`config.mk`:
```
export PLATFORM = sky130hd
export DESIGN_NAME = cache_axi_bridge_flat
export DESIGN_NICKNAME = d
export VERILOG_FILES = /design/src/rtl/cache_axi_bridge_if.sv /design/src/rtl/cache_axi_bridge.sv /design/src/flat_wrapper.sv
export SDC_FILE = /design/constraint.sdc
export NUM_CORES = 1
export LEC_CHECK = 0
export BUFFER_PORTS_ARGS = -buffer_cell sky130_fd_sc_hd__buf_2
export CAP_MARGIN = 20
export CORE_AREA = 8 8 157 159
export CTS_CLUSTER_DIAMETER = 40
export DETAILED_ROUTE_END_ITERATION = 8
export DIE_AREA = 0 0 165 167
export GPL_TIMING_DRIVEN = 0
export HOLD_SLACK_MARGIN = 0.05
export PLACE_DENSITY = 0.69
export REMOVE_ABC_BUFFERS = 1
export SETUP_SLACK_MARGIN = 0.05
export SYNTH_ARGS = -nofsm -noshare
export SYNTH_HDL_FRONTEND = slang
export SYNTH_SLANG_ARGS = --single-unit
export TNS_END_PERCENT = 50
```
`constraint.sdc`:
```
create_clock -name clk -period 11.8 [get_ports clk]
set_input_delay 0.59 -clock clk [delete_from_list [all_inputs] [get_ports clk]]
set_output_delay 0.59 -clock clk [all_outputs]
set_load 0.02 [all_outputs]
```
`src/rtl/cache_axi_bridge_if.sv`:
```
// AXI4 master-port bundle used by cache_axi_bridge.
// Carries the AR/R/AW/W/B channels, with 32-bit address and data and a 4-bit ID.
//   master modport : the bridge side (drives AR/AW/W valids, address and data, and rready/bready)
//   slave modport  : the interconnect/memory side (drives the ready signals and the R/B channels)
interface cache_axi_bridge_if;
  logic [3:0]  arid;
  logic [31:0] araddr;
  logic [7:0]  arlen;
  logic [2:0]  arsize;
  logic [1:0]  arburst;
  logic        arvalid;
  logic        arready;

  logic [31:0] rdata;
  logic [1:0]  rresp;
  logic        rlast;
  logic        rvalid;
  logic        rready;

  logic [3:0]  awid;
  logic [31:0] awaddr;
  logic [7:0]  awlen;
  logic [2:0]  awsize;
  logic [1:0]  awburst;
  logic        awvalid;
  logic        awready;

  logic [31:0] wdata;
  logic [3:0]  wstrb;
  logic        wlast;
  logic        wvalid;
  logic        wready;

  logic        bvalid;
  logic [1:0]  bresp;
  logic        bready;

  modport master (
    output arid, araddr, arlen, arsize, arburst, arvalid,
    input  arready,
    input  rdata, rresp, rlast, rvalid,
    output rready,
    output awid, awaddr, awlen, awsize, awburst, awvalid,
    input  awready,
    output wdata, wstrb, wlast, wvalid,
    input  wready,
    input  bvalid, bresp,
    output bready
  );

  modport slave (
    input  arid, araddr, arlen, arsize, arburst, arvalid,
    output arready,
    output rdata, rresp, rlast, rvalid,
    input  rready,
    input  awid, awaddr, awlen, awsize, awburst, awvalid,
    output awready,
    input  wdata, wstrb, wlast, wvalid,
    output wready,
    output bvalid, bresp,
    input  bready
  );
endinterface

```
`src/rtl/cache_axi_bridge.sv`:
```
// Memory-side responder for one L1 cache. It turns line refills and dirty-line
// writebacks into AXI4 INCR bursts, with one read and one write outstanding.
// A refill of a line that is still being written back is stalled until the
// write response arrives.
//   clk, reset            : clock, synchronous active-high reset
//   i_rd_req / i_rd_addr  : refill request (held until o_rd_rdy), line-aligned address
//   o_rd_rdy              : refill request accepted this cycle
//   o_ret_valid/last/data : refill beats, passed straight through from the R channel
//   i_wr_req / i_wr_addr  : single-cycle writeback pulse and address (offset ignored)
//   i_wr_data             : dirty line, word 0 in bits [31:0]
//   o_wr_rdy              : write buffer free
//   m_axi                 : AXI4 master port
module cache_axi_bridge #(
  parameter int          BYTES_PER_LINE = 16,
  parameter logic [3:0]  AXI_ID         = 4'd0
) (
  input  logic                        clk,
  input  logic                        reset,
  input  logic                        i_rd_req,
  input  logic [31:0]                 i_rd_addr,
  output logic                        o_rd_rdy,
  output logic                        o_ret_valid,
  output logic                        o_ret_last,
  output logic [31:0]                 o_ret_data,
  input  logic                        i_wr_req,
  input  logic [31:0]                 i_wr_addr,
  input  logic [BYTES_PER_LINE*8-1:0] i_wr_data,
  output logic                        o_wr_rdy,
  cache_axi_bridge_if.master          m_axi
);
  localparam int WORDS_PER_LINE = BYTES_PER_LINE / 4;
  localparam int OFFSET_WIDTH   = $clog2(BYTES_PER_LINE);
  localparam int TAG_W          = 32 - OFFSET_WIDTH;
  localparam int CNT_W          = $clog2(WORDS_PER_LINE);
  localparam logic [7:0]       BURST_LEN = 8'(WORDS_PER_LINE - 1);
  localparam logic [CNT_W-1:0] LAST_BEAT = CNT_W'(WORDS_PER_LINE - 1);

  typedef enum logic [1:0] {R_IDLE, R_AR, R_DATA}         rstate_t;
  typedef enum logic [1:0] {W_IDLE, W_AW, W_DATA, W_RESP} wstate_t;

  rstate_t r_rstate, w_rstate_nxt;
  wstate_t r_wstate, w_wstate_nxt;

  logic [31:0]      r_araddr;
  logic [TAG_W-1:0] r_wb_line;
  logic [31:0]      r_wbuf [WORDS_PER_LINE];
  logic [CNT_W-1:0] r_cnt;

  logic w_hazard;
  logic w_rd_rdy, w_rd_accept, w_arvalid, w_rready;
  logic w_wr_rdy, w_wr_accept, w_awvalid, w_wvalid, w_bready;

  // A refill of the line sitting in the write buffer must not overtake the writeback.
  assign w_hazard = (r_wstate != W_IDLE) && (i_rd_addr[31:OFFSET_WIDTH] == r_wb_line);

  // ---------------- read FSM
  always_ff @(posedge clk) begin
    if (reset) r_rstate <= R_IDLE;
    else       r_rstate <= w_rstate_nxt;
  end

  always_comb begin
    w_rstate_nxt = r_rstate;
    w_rd_rdy     = 1'b0;
    w_rd_accept  = 1'b0;
    w_arvalid    = 1'b0;
    w_rready     = 1'b0;
    case (r_rstate)
      R_IDLE: begin
        w_rd_rdy    = ~w_hazard & ~reset;
        w_rd_accept = i_rd_req & w_rd_rdy;
        if (w_rd_accept) w_rstate_nxt = R_AR;
      end
      R_AR: begin
        w_arvalid = 1'b1;
        if (m_axi.arready) w_rstate_nxt = R_DATA;
      end
      R_DATA: begin
        w_rready = 1'b1;
        if (m_axi.rvalid && m_axi.rlast) w_rstate_nxt = R_IDLE;
      end
      default: w_rstate_nxt = R_IDLE;
    endcase
  end

  always_ff @(posedge clk) begin
    if (w_rd_accept) r_araddr <= i_rd_addr;
  end

  // ---------------- write FSM
  always_ff @(posedge clk) begin
    if (reset) r_wstate <= W_IDLE;
    else       r_wstate <= w_wstate_nxt;
  end

  always_comb begin
    w_wstate_nxt = r_wstate;
    w_wr_rdy     = 1'b0;
    w_wr_accept  = 1'b0;
    w_awvalid    = 1'b0;
    w_wvalid     = 1'b0;
    w_bready     = 1'b0;
    case (r_wstate)
      W_IDLE: begin
        w_wr_rdy    = ~reset;
        w_wr_accept = i_wr_req & ~reset;
        if (w_wr_accept) w_wstate_nxt = W_AW;
      end
      W_AW: begin
        w_awvalid = 1'b1;
        if (m_axi.awready) w_wstate_nxt = W_DATA;
      end
      W_DATA: begin
        w_wvalid = 1'b1;
        if (m_axi.wready && (r_cnt == LAST_BEAT)) w_wstate_nxt = W_RESP;
      end
      W_RESP: begin
        w_bready = 1'b1;
        if (m_axi.bvalid) w_wstate_nxt = W_IDLE;
      end
      default: w_wstate_nxt = W_IDLE;
    endcase
  end

  // Write buffer and beat counter; the counter is re-armed on every AW handshake.
  always_ff @(posedge clk) begin
    if (w_wr_accept) begin
      r_wb_line <= i_wr_addr[31:OFFSET_WIDTH];
      for (int i = 0; i < WORDS_PER_LINE; i++) r_wbuf[i] <= i_wr_data[i*32 +: 32];
    end
    if (w_awvalid && m_axi.awready)    r_cnt <= '0;
    else if (w_wvalid && m_axi.wready) r_cnt <= r_cnt + 1'b1;
  end

  // ---------------- outputs
  assign o_rd_rdy    = w_rd_rdy;
  assign o_wr_rdy    = w_wr_rdy;
  assign o_ret_valid = w_rready & m_axi.rvalid;
  assign o_ret_last  = w_rready & m_axi.rvalid & m_axi.rlast;
  assign o_ret_data  = m_axi.rdata;

  assign m_axi.arid    = AXI_ID;
  assign m_axi.araddr  = r_araddr;
  assign m_axi.arlen   = BURST_LEN;
  assign m_axi.arsize  = 3'b010;
  assign m_axi.arburst = 2'b01;
  assign m_axi.arvalid = w_arvalid;
  assign m_axi.rready  = w_rready;

  assign m_axi.awid    = AXI_ID;
  assign m_axi.awaddr  = {r_wb_line, {OFFSET_WIDTH{1'b0}}};
  assign m_axi.awlen   = BURST_LEN;
  assign m_axi.awsize  = 3'b010;
  assign m_axi.awburst = 2'b01;
  assign m_axi.awvalid = w_awvalid;
  assign m_axi.wdata   = r_wbuf[r_cnt];
  assign m_axi.wstrb   = 4'hF;
  assign m_axi.wlast   = w_wvalid & (r_cnt == LAST_BEAT);
  assign m_axi.wvalid  = w_wvalid;
  assign m_axi.bready  = w_bready;

  // Responses and sub-line address bits carry nothing the bridge acts on.
  logic w_unused_ok;
  assign w_unused_ok = ^{m_axi.rresp, m_axi.bresp,
                         i_rd_addr[OFFSET_WIDTH-1:0], i_wr_addr[OFFSET_WIDTH-1:0]};
endmodule

```
`src/flat_wrapper.sv`:
```
// flat-port wrapper written by rule: the top's interface ports become plain ports
module cache_axi_bridge_flat 
#(
  parameter int          BYTES_PER_LINE = 16,
  parameter logic [3:0]  AXI_ID         = 4'd0
)
  (clk, reset, i_rd_req, i_rd_addr, o_rd_rdy, o_ret_valid, o_ret_last, o_ret_data, i_wr_req, i_wr_addr, i_wr_data, o_wr_rdy, m_axi_arid, m_axi_araddr, m_axi_arlen, m_axi_arsize, m_axi_arburst, m_axi_arvalid, m_axi_arready, m_axi_rdata, m_axi_rresp, m_axi_rlast, m_axi_rvalid, m_axi_rready, m_axi_awid, m_axi_awaddr, m_axi_awlen, m_axi_awsize, m_axi_awburst, m_axi_awvalid, m_axi_awready, m_axi_wdata, m_axi_wstrb, m_axi_wlast, m_axi_wvalid, m_axi_wready, m_axi_bvalid, m_axi_bresp, m_axi_bready);
  cache_axi_bridge_if m_axi_i ();
  input  logic clk;
  input  logic reset;
  input  logic i_rd_req;
  input  logic [31:0] i_rd_addr;
  output logic o_rd_rdy;
  output logic o_ret_valid;
  output logic o_ret_last;
  output logic [31:0] o_ret_data;
  input  logic i_wr_req;
  input  logic [31:0] i_wr_addr;
  input  logic [BYTES_PER_LINE*8-1:0] i_wr_data;
  output logic o_wr_rdy;
  output wire logic [$bits(m_axi_i.arid)-1:0] m_axi_arid;
  output wire logic [$bits(m_axi_i.araddr)-1:0] m_axi_araddr;
  output wire logic [$bits(m_axi_i.arlen)-1:0] m_axi_arlen;
  output wire logic [$bits(m_axi_i.arsize)-1:0] m_axi_arsize;
  output wire logic [$bits(m_axi_i.arburst)-1:0] m_axi_arburst;
  output wire logic [$bits(m_axi_i.arvalid)-1:0] m_axi_arvalid;
  input wire logic [$bits(m_axi_i.arready)-1:0] m_axi_arready;
  input wire logic [$bits(m_axi_i.rdata)-1:0] m_axi_rdata;
  input wire logic [$bits(m_axi_i.rresp)-1:0] m_axi_rresp;
  input wire logic [$bits(m_axi_i.rlast)-1:0] m_axi_rlast;
  input wire logic [$bits(m_axi_i.rvalid)-1:0] m_axi_rvalid;
  output wire logic [$bits(m_axi_i.rready)-1:0] m_axi_rready;
  output wire logic [$bits(m_axi_i.awid)-1:0] m_axi_awid;
  output wire logic [$bits(m_axi_i.awaddr)-1:0] m_axi_awaddr;
  output wire logic [$bits(m_axi_i.awlen)-1:0] m_axi_awlen;
  output wire logic [$bits(m_axi_i.awsize)-1:0] m_axi_awsize;
  output wire logic [$bits(m_axi_i.awburst)-1:0] m_axi_awburst;
  output wire logic [$bits(m_axi_i.awvalid)-1:0] m_axi_awvalid;
  input wire logic [$bits(m_axi_i.awready)-1:0] m_axi_awready;
  output wire logic [$bits(m_axi_i.wdata)-1:0] m_axi_wdata;
  output wire logic [$bits(m_axi_i.wstrb)-1:0] m_axi_wstrb;
  output wire logic [$bits(m_axi_i.wlast)-1:0] m_axi_wlast;
  output wire logic [$bits(m_axi_i.wvalid)-1:0] m_axi_wvalid;
  input wire logic [$bits(m_axi_i.wready)-1:0] m_axi_wready;
  input wire logic [$bits(m_axi_i.bvalid)-1:0] m_axi_bvalid;
  input wire logic [$bits(m_axi_i.bresp)-1:0] m_axi_bresp;
  output wire logic [$bits(m_axi_i.bready)-1:0] m_axi_bready;
  assign m_axi_arid = m_axi_i.arid;
  assign m_axi_araddr = m_axi_i.araddr;
  assign m_axi_arlen = m_axi_i.arlen;
  assign m_axi_arsize = m_axi_i.arsize;
  assign m_axi_arburst = m_axi_i.arburst;
  assign m_axi_arvalid = m_axi_i.arvalid;
  assign m_axi_i.arready = m_axi_arready;
  assign m_axi_i.rdata = m_axi_rdata;
  assign m_axi_i.rresp = m_axi_rresp;
  assign m_axi_i.rlast = m_axi_rlast;
  assign m_axi_i.rvalid = m_axi_rvalid;
  assign m_axi_rready = m_axi_i.rready;
  assign m_axi_awid = m_axi_i.awid;
  assign m_axi_awaddr = m_axi_i.awaddr;
  assign m_axi_awlen = m_axi_i.awlen;
  assign m_axi_awsize = m_axi_i.awsize;
  assign m_axi_awburst = m_axi_i.awburst;
  assign m_axi_awvalid = m_axi_i.awvalid;
  assign m_axi_i.awready = m_axi_awready;
  assign m_axi_wdata = m_axi_i.wdata;
  assign m_axi_wstrb = m_axi_i.wstrb;
  assign m_axi_wlast = m_axi_i.wlast;
  assign m_axi_wvalid = m_axi_i.wvalid;
  assign m_axi_i.wready = m_axi_wready;
  assign m_axi_i.bvalid = m_axi_bvalid;
  assign m_axi_i.bresp = m_axi_bresp;
  assign m_axi_bready = m_axi_i.bready;
  cache_axi_bridge #(.BYTES_PER_LINE(BYTES_PER_LINE), .AXI_ID(AXI_ID)) u_core (.clk(clk), .reset(reset), .i_rd_req(i_rd_req), .i_rd_addr(i_rd_addr), .o_rd_rdy(o_rd_rdy), .o_ret_valid(o_ret_valid), .o_ret_last(o_ret_last), .o_ret_data(o_ret_data), .i_wr_req(i_wr_req), .i_wr_addr(i_wr_addr), .i_wr_data(i_wr_data), .o_wr_rdy(o_wr_rdy), .m_axi(m_axi_i));
endmodule
```
==> Word-level counts from Yosys, hierarchy flattened <==
Memories as Yosys holds them, arrays and structs flattened. A register that Yosys moved wholly into a read port is not among the register bits.
Index checks and enable logic that the tools add are counted.
{ "totals": {"ram_bits": 128, "input_bits": 238, "regBits": 66, "wordCells": 61, "output_inout_bits": 176, "memories": 1} }
{ "classes": {"reduce_logical": 10, "n_addsub": 1, "muxes": 22, "eq_ne": 14, "n_bitwise": 8} }
{ "memory_table": {"columns": ["memory", "words", "width", "rd", "rd_clocked_by_memory_dff", "wr", "line", "text"], "rows": [
  ["u_core.r_wbuf", 4, 32, 1, 1, 4, "cache_axi_bridge.sv:46", "logic [31:0] r_wbuf [WORDS_PER_LINE];"]
]} }
{ "op_table": {"columns": ["cell", "count"], "rows": [
  ["== test 28 bit", 1],
  ["2-to-1 mux 2 bit", 9],
  ["2-to-1 mux 1 bit", 11],
  ["== test 2 bit (second input constant)", 4],
  ["inequality test 2 x 1 -> 1 bit (second input constant)", 4],
  ["one-hot mux 2 bit (4 select lines)", 1],
  ["AND 1 bit", 6],
  ["inequality test 2 bit (second input constant)", 3],
  ["one-hot mux 2 bit (3 select lines)", 1],
  ["logical AND 1 bit", 5],
  ["== test 2 x 1 -> 1 bit (second input constant)", 2],
  ["logical NOT 2 bit", 2],
  ["AND reduction 4 bit", 1],
  ["AND reduction 3 bit", 1],
  ["adder 2 x 1 -> 2 bit (second input constant)", 1],
  ["inverter 1 bit", 2],
  ["nonzero test 2 bit", 1]
]} }

==> Logic depth before layout (Yosys ltp) <==
Gate-level depths: netlist of the first run.
{ "logic_depth": {"ltp_word": 7, "mapped_depth": 7, "ltp_nobuf": 7} }

==> Least setup slack after synthesis of the first run <==
No wires, ideal clock.
{ "synth_timing": {"kind": "register to register", "start": "reg u_core.r_wstate[0]", "end": "reg u_core.r_wb_line[0] (enable)", "path_slack_ps": 6636, "n_path_buf": 0, "t_arrival_ps": 4630, "t_required_ps": 11266, "synth_period_minus_slack_ps": 5164, "stages_incl_launch_ff": 5, "setup_time_ps": 534, "cell_sequence": "dfxtp_1 > inv_1 > ha_1 > nor2b_1 > and2_1"} }
{ "synth_between": {"elab_chain_len": 2} }
{ "synth_rtl": {"columns": ["element", "line", "text"], "rows": [
  ["start: declaration", "cache_axi_bridge.sv:42", "wstate_t r_wstate, w_wstate_nxt;"],
  ["start signal: assignment", "cache_axi_bridge.sv:93", "else r_wstate <= w_wstate_nxt;"],
  ["logical NOT 2 bit", "cache_axi_bridge.sv:103", "case (r_wstate)"],
  ["2-to-1 mux 1 bit", "cache_axi_bridge.sv:103", null],
  ["via u_core.w_wr_accept", "cache_axi_bridge.sv:51", "logic w_wr_rdy, w_wr_accept, w_awvalid, w_wvalid, w_bready;"],
  ["end signal: assignment", "cache_axi_bridge.sv:128", "r_wb_line <= i_wr_addr[31:OFFSET_WIDTH];"],
  ["end: declaration", "cache_axi_bridge.sv:45", "logic [TAG_W-1:0] r_wb_line;"]
]} }
The timed path passes the listed nets, and every way through them passes these cells.
A chain may end at the register's enable or synchronous reset.

==> Worst setup path in the final report of the first run <==
{ "layout_timing": {"start": "reg u_core.r_wb_line[12]", "end": "out o_rd_rdy"} }
{ "layout_between": {"elab_chain_len": 5} }
{ "layout_rtl": {"columns": ["element", "line", "text"], "rows": [
  ["== test 28 bit", "cache_axi_bridge.sv:54", "assign w_hazard = (r_wstate != W_IDLE) && (i_rd_addr[31:OFFSET_WIDTH] == r_wb_line);"],
  ["logical AND 1 bit", "cache_axi_bridge.sv:54", null],
  ["inverter 1 bit", "cache_axi_bridge.sv:70", "w_rd_rdy = ~w_hazard & ~reset;"],
  ["AND 1 bit", "cache_axi_bridge.sv:70", null],
  ["2-to-1 mux 1 bit", "cache_axi_bridge.sv:68", "case (r_rstate)"],
  ["end: declaration", "flat_wrapper.sv:13", "output logic o_rd_rdy;"]
]} }
Every way passes these cells.

==> flow_metrics.tcl, run 1 <==
set metrics [dict create \
    clkLatencyLatePin_ns 0.42 \
    clkSinkCount 196 \
    crit_path_end_kind "primary output" \
    ant_nets 0 \
    drv_slew 0 \
    synthesis.area_mm2 0.00772 \
    cts_tree "yes" \
    ir_worst_vdd_uv 93.6 \
    drt-wirelength-per-cell_um 20.6 \
    worst_slew_pin_slew_ns 0.607 \
    avgSynthCellArea_um2 19.9 \
    drc 0 \
    r2r_cells 6 \
    hpwl_mm 15.8 \
    hold_violations 0 \
    cts_max_level 4 \
    rows 55 \
    num-fill-cells 1971 \
    die_y_um 167 \
    intPower_mw 1.40 \
    drive_gt1_frac 0.543 \
    synth.largest_area_cell "edfxtp_1" \
    first_pass_iters 4 \
    grt_start_max_net_pins 78 \
    die_w_um 165 \
    track_usage 0.141 \
    async_flop_share 0 \
    vias_per_cell 4.43 \
    port_buffers 299 \
    rsz0062_at_grt "no" \
    switching_share 0.306 \
    cp.required_ns 11.21 \
    p_comb_frac 0.254 \
    synth_seq_area_share 0.752 \
    clockPowerShare 0.298 \
    worstHoldPathType "input port to flip-flop" \
    cts-root-buf "clkbuf_16" \
    power_frac_seq 0.448 \
    synth_edf_count 188 \
    synthMostInstantiatedCell "edfxtp_1" \
    vias 4287 \
    place_congestion 0.759 \
    design.core.area_mm2 0.0222 \
    cts_resized 0 \
    yosys.area_share.simple 0.0227 \
    setup_viol 0 \
    die_area_mm2 0.0276 \
    relSlewSlack 0.596 \
    hold_path_depth 1 \
    p_leak_nw 3.86 \
    synth-adder-area-share 0.00810 \
    p_sw_mw 0.617 \
    maxCapViolations 0 \
    max_freq_mhz 349 \
    drt_iter0_markers 236 \
    ys.flop_type "edfxtp_1" \
    grt_pass1_vias 4787 \
    period_needed_ns 2.87 \
    nNetsFinal 913 \
    synthXorXnorAreaFrac 0.0329 \
    clk_pin_slew_ns 0.08 \
    clock-skew-final_ns 0.0122 \
    area_growth_pct 27.7 \
    period_share 0.243 \
    start_util 0.347 \
    synthTopCellsByCount "188 x edfxtp_1, 74 x buf_4, 32 x mux4_2, 24 x xnor2_1, 8 x dfxtp_1" \
    synth_compound_area_frac 0.00681 \
    routed_wirelength_mm 20.0 \
    synth_top_family_by_area "multiplexers" \
    clockBufferDepth 2 \
    synthTopCellsByArea "edfxtp_1 73%, mux4_2 9.3%, buf_4 7.2%" \
    grt_antenna_before_repair 1 \
    yosys_warnings 0 \
    tns_ns 0 \
    start_kind "flip-flop" \
    worstPathMaxFanout 3 \
    grt_overflow 0 \
    path_class "flip-flop to primary output" \
    grt_first_pass_wirelength_mm 28.7 \
    synthMuxAreaShare 0.0959 \
    post-cts-setup-buffers 0 \
    fin_ws_ns 8.93 \
    yosysUniqueCellTypes 30 \
    cts_inserted_buffers 17 \
    hold_buffers 0 \
    yosys_register_bits 196 \
    status "finished clean" \
    boundaryPins 414 \
    antenna_cells 0 \
    syn_inst 388 \
    powerDensity_mw_per_mm2 205 \
    place_ws_ns 9.02 \
    worstPathArrival_ns 2.28 \
    synth_top_area_share 0.731 \
]
-- layout make-up --
| cell class | instances | area [µm²] | share of cell area |
|---|---|---|---|
| Sequential cell | 196 | 5810 | 0.589 |
| Clock buffer | 17 | 425 | 0.0431 |
| Multi-Input combinational cell | 147 | 1450 | 0.147 |
| Tap cell | 285 | 357 | 0.0362 |
| Clock inverter | 15 | 191 | 0.0194 |
| Inverter | 4 | 15.0 | 0.00152 |
| Timing Repair Buffer | 304 | 1620 | 0.164 |
-- worst paths after layout --
kind                                                      from                                 to  slack, ns
worst max-delay path            u_core.r_wb_line[12]$_DFFE_PP_                           o_rd_rdy       8.93
worst min-delay path                             i_wr_addr[15]     u_core.r_wb_line[11]$_DFFE_PP_       0.33
worst max register to register  u_core.r_wb_line[12]$_DFFE_PP_  u_core.m_axi.araddr[18]$_DFFE_PP_       9.35
worst min register to register    u_core.r_cnt[1]$_SDFFE_PP0P_                          flip-flop       0.55
-- critical path: stages (launching register included) --
cell      delay [ns]
edfxtp_1        0.46
xnor2_1         0.20
nand4_1         0.13
nor4_1          0.52
nand3_1         0.21
and2_1          0.18
buf_2           0.15
-- metal layers --
metal / vias up / GRT usage / routed length, µm
met5: - / 0.00189 / 13
met4: 2 / 0.0376 / 184
met3: 9 / 0.0819 / 2740
met2: 275 / 0.220 / 9230
met1: 2053 / 0.163 / 7790
li1: 1948 / - / -
-- flip-flops by register name, summed over array words and instances (netlist names), named ones only --
signal / flops
u_core.r_wb_line: 28
u_core.r_rstate: 2
u_core.r_cnt: 2
u_core.m_axi.araddr: 32
u_core.r_wstate: 2
u_core.r_wbuf: 128
-- power groups by stage --
stage / Combinational [mW] / Sequential (mW) / Clock [mW]
2_1_floorplan: 0.285 / 0.964 / 0
3_3_place_gp: 0.463 / 0.981 / 0
3_5_place_dp: 0.519 / 0.924 / 0
4_1_cts: 0.522 / 0.908 / 0.623
5_1_grt: 0.549 / 0.915 / 0.648
6_report: 0.512 / 0.905 / 0.602
-- cells in the final DEF (no fill, tap or decap), drive strengths merged --
cell	count
and2	4
edfxtp	188
inv	11
and3	2
nand3	1
nor3	4
mux2i	2
mux4	32
buf	304
a221oi	1
clkinv	6
nand4	6
clkbuf	17
dfxtp	8
nor2b	3
ha	5
a31o	1
conb	42
xnor2	24
nand2	3
a22oi	1
nor2	3
bufinv	2
o22ai	1
nand2b	1
nor4b	1
xor2	5
nor4	2
a21oi	3
-- logic make-up (layout without fill, tap and decap cells) --
family / after synthesis / after routing
flip-flops: 196 / 196
buffers and inverters: 85 / 340
multiplexers: 34 / 34
AND/OR/NAND/NOR: 30 / 30
XOR/XNOR: 29 / 29
AO/OA/AOI/OAI: 7 / 7
adder cells (fa/ha/maj): 5 / 5
other: 2 / 42
-- metrics by stage --
step | power [mW] | area [µm²] | util | hold WS (ns) | std cells
after floorplan | 1.25 | 7260 | - | 0.507 | 347
after global placement | 1.44 | 9120 | 0.410 | 0.536 | 931
after detailed placement | 1.44 | 9240 | 0.416 | 0.548 | 936
after CTS | 2.05 | 9860 | 0.444 | 0.310 | 968
after global routing | 2.11 | 9860 | 0.444 | 0.300 | 968
final | 2.02 | 9860 | 0.444 | 0.334 | 968
(Power assumes the default switching activity.)
==> run 2: changes to the inputs <==
- CORE_AREA: 8 8 157 159 -> 8 8 153 155
- DIE_AREA: 0 0 165 167 -> 0 0 161 163
- PLACE_DENSITY: 0.69 -> 0.72
- clock period: 11.8 -> 2.9 ns (I/O delays scaled with it)
==> run 2 against run 1 <==
Compared with the run above: the run now fails in clock tree synthesis; synthesized area did not move; synthesized cell count did not move.
==> flow_metrics.tcl, run 2 <==
set metrics [dict create \
    synth_edf_count 188 \
    start_util 0.371 \
    synthTopCellsByCount "188 x edfxtp_1, 74 x buf_4, 32 x mux4_2, 24 x xnor2_1, 8 x dfxtp_1" \
    die_y_um 163 \
    stop_stage "clock tree synthesis" \
    boundaryPins 414 \
    synthMostInstantiatedCell "edfxtp_1" \
    yosysUniqueCellTypes 30 \
    post-cts-setup-buffers 0 \
    synth.largest_area_cell "edfxtp_1" \
    synthTopCellsByArea "edfxtp_1 73%, mux4_2 9.3%, buf_4 7.2%" \
    hold_buffers 192 \
    synthesis.area_mm2 0.00772 \
    place_ws_ns 0.424 \
    ys.flop_type "edfxtp_1" \
    clockBufferDepth 2 \
    async_flop_share 0 \
    place_congestion 0.769 \
    cts_max_level 4 \
    clkSinkCount 196 \
    yosys_warnings 0 \
    hpwl_mm 15.9 \
    cts_inserted_buffers 17 \
    synth_seq_area_share 0.752 \
    avgSynthCellArea_um2 19.9 \
    die_w_um 161 \
    status "did not finish" \
    cts_resized 0 \
    port_buffers 299 \
    syn_inst 388 \
    yosys_register_bits 196 \
    rows 53 \
    error "[ERROR RSZ-0060] Max buffer count reached." \
    cts-root-buf "clkbuf_16" \
    synth_top_area_share 0.731 \
]
run 2: cell counts after synthesis:
No cell type changed its count.
run 2: cells by family after synthesis:
family | after synthesis | share of synthesized area
AOI/OAI and AO/OA | 7 | 0.00681
xor gates and xnor gates | 29 | 0.0329
adders and majority gates | 5 | 0.00810
buffers and inverters | 85 | 0.0806
DFF | 196 | 0.752
muxes | 34 | 0.0959
other | 2 | 0.000973
and+or+nand+nor | 30 | 0.0227
run 2: metrics by stage:
step	hold slack [ns]	cells	area, µm²	TNS, ns
floorplan	0.217	347	7260	-353.19
global placement	0.290	921	9100	-556.84
detailed placement	0.290	926	9230	0
==> run 3: changes to the inputs <==
- CTS_CLUSTER_DIAMETER: 40 -> default
- HOLD_SLACK_MARGIN: 0.05 -> default
- PLACE_DENSITY: 0.72 -> default
- PLACE_DENSITY_LB_ADDON: default -> 0.15
- SETUP_SLACK_MARGIN: 0.05 -> default
==> run 3 against run 2 <==
Compared with the run above: the flow again stops in clock tree synthesis; synthesized area is the same; synthesized cell count is the same.
==> flow_metrics.tcl, run 3 <==
set metrics [dict create \
    synthTopCellsByCount "188 x edfxtp_1, 74 x buf_4, 32 x mux4_2, 24 x xnor2_1, 8 x dfxtp_1" \
    hpwl_mm 16.0 \
    status "did not finish" \
    synthTopCellsByArea "edfxtp_1 73%, mux4_2 9.3%, buf_4 7.2%" \
    synthesis.area_mm2 0.00772 \
    yosysUniqueCellTypes 30 \
    ys.flop_type "edfxtp_1" \
    synth_top_area_share 0.731 \
    avgSynthCellArea_um2 19.9 \
    syn_inst 388 \
    die_y_um 163 \
    port_buffers 299 \
    yosys_register_bits 196 \
    boundaryPins 414 \
    place_congestion 0.786 \
    async_flop_share 0 \
    synth.largest_area_cell "edfxtp_1" \
    cts-root-buf "clkbuf_16" \
    cts_inserted_buffers 17 \
    synthMostInstantiatedCell "edfxtp_1" \
    error "[ERROR RSZ-0060] Max buffer count reached." \
    clockBufferDepth 2 \
    stop_stage "clock tree synthesis" \
    dp.cells 925 \
    yosys_warnings 0 \
    synth_seq_area_share 0.752 \
    synth_edf_count 188 \
    die_w_um 161 \
    hold_buffers 192 \
    cts_resized 0 \
    cts_max_level 4 \
    rows 53 \
    clkSinkCount 196 \
    post-cts-setup-buffers 0 \
    start_util 0.371 \
]
## run 3: cell counts after synthesis
No cell type changed its count.
## run 3: kinds of logic after synthesis
family                     synth area share
AOI/OAI and AO/OA                   0.00681
DFF                                   0.752
adders and majority gates           0.00810
muxes                                0.0959
and+or+nand+nor                      0.0227
xor gates and xnor gates             0.0329
buffers and inverters                0.0806
other                              0.000973
## run 3: stage by stage
stage	setup TNS [ns]	area, µm²	worst slack, ns
2_1_floorplan	-353.19	7260	-2.26
3_3_place_gp	-531.66	9100	-3.37
3_5_place_dp	0	9210	0.518
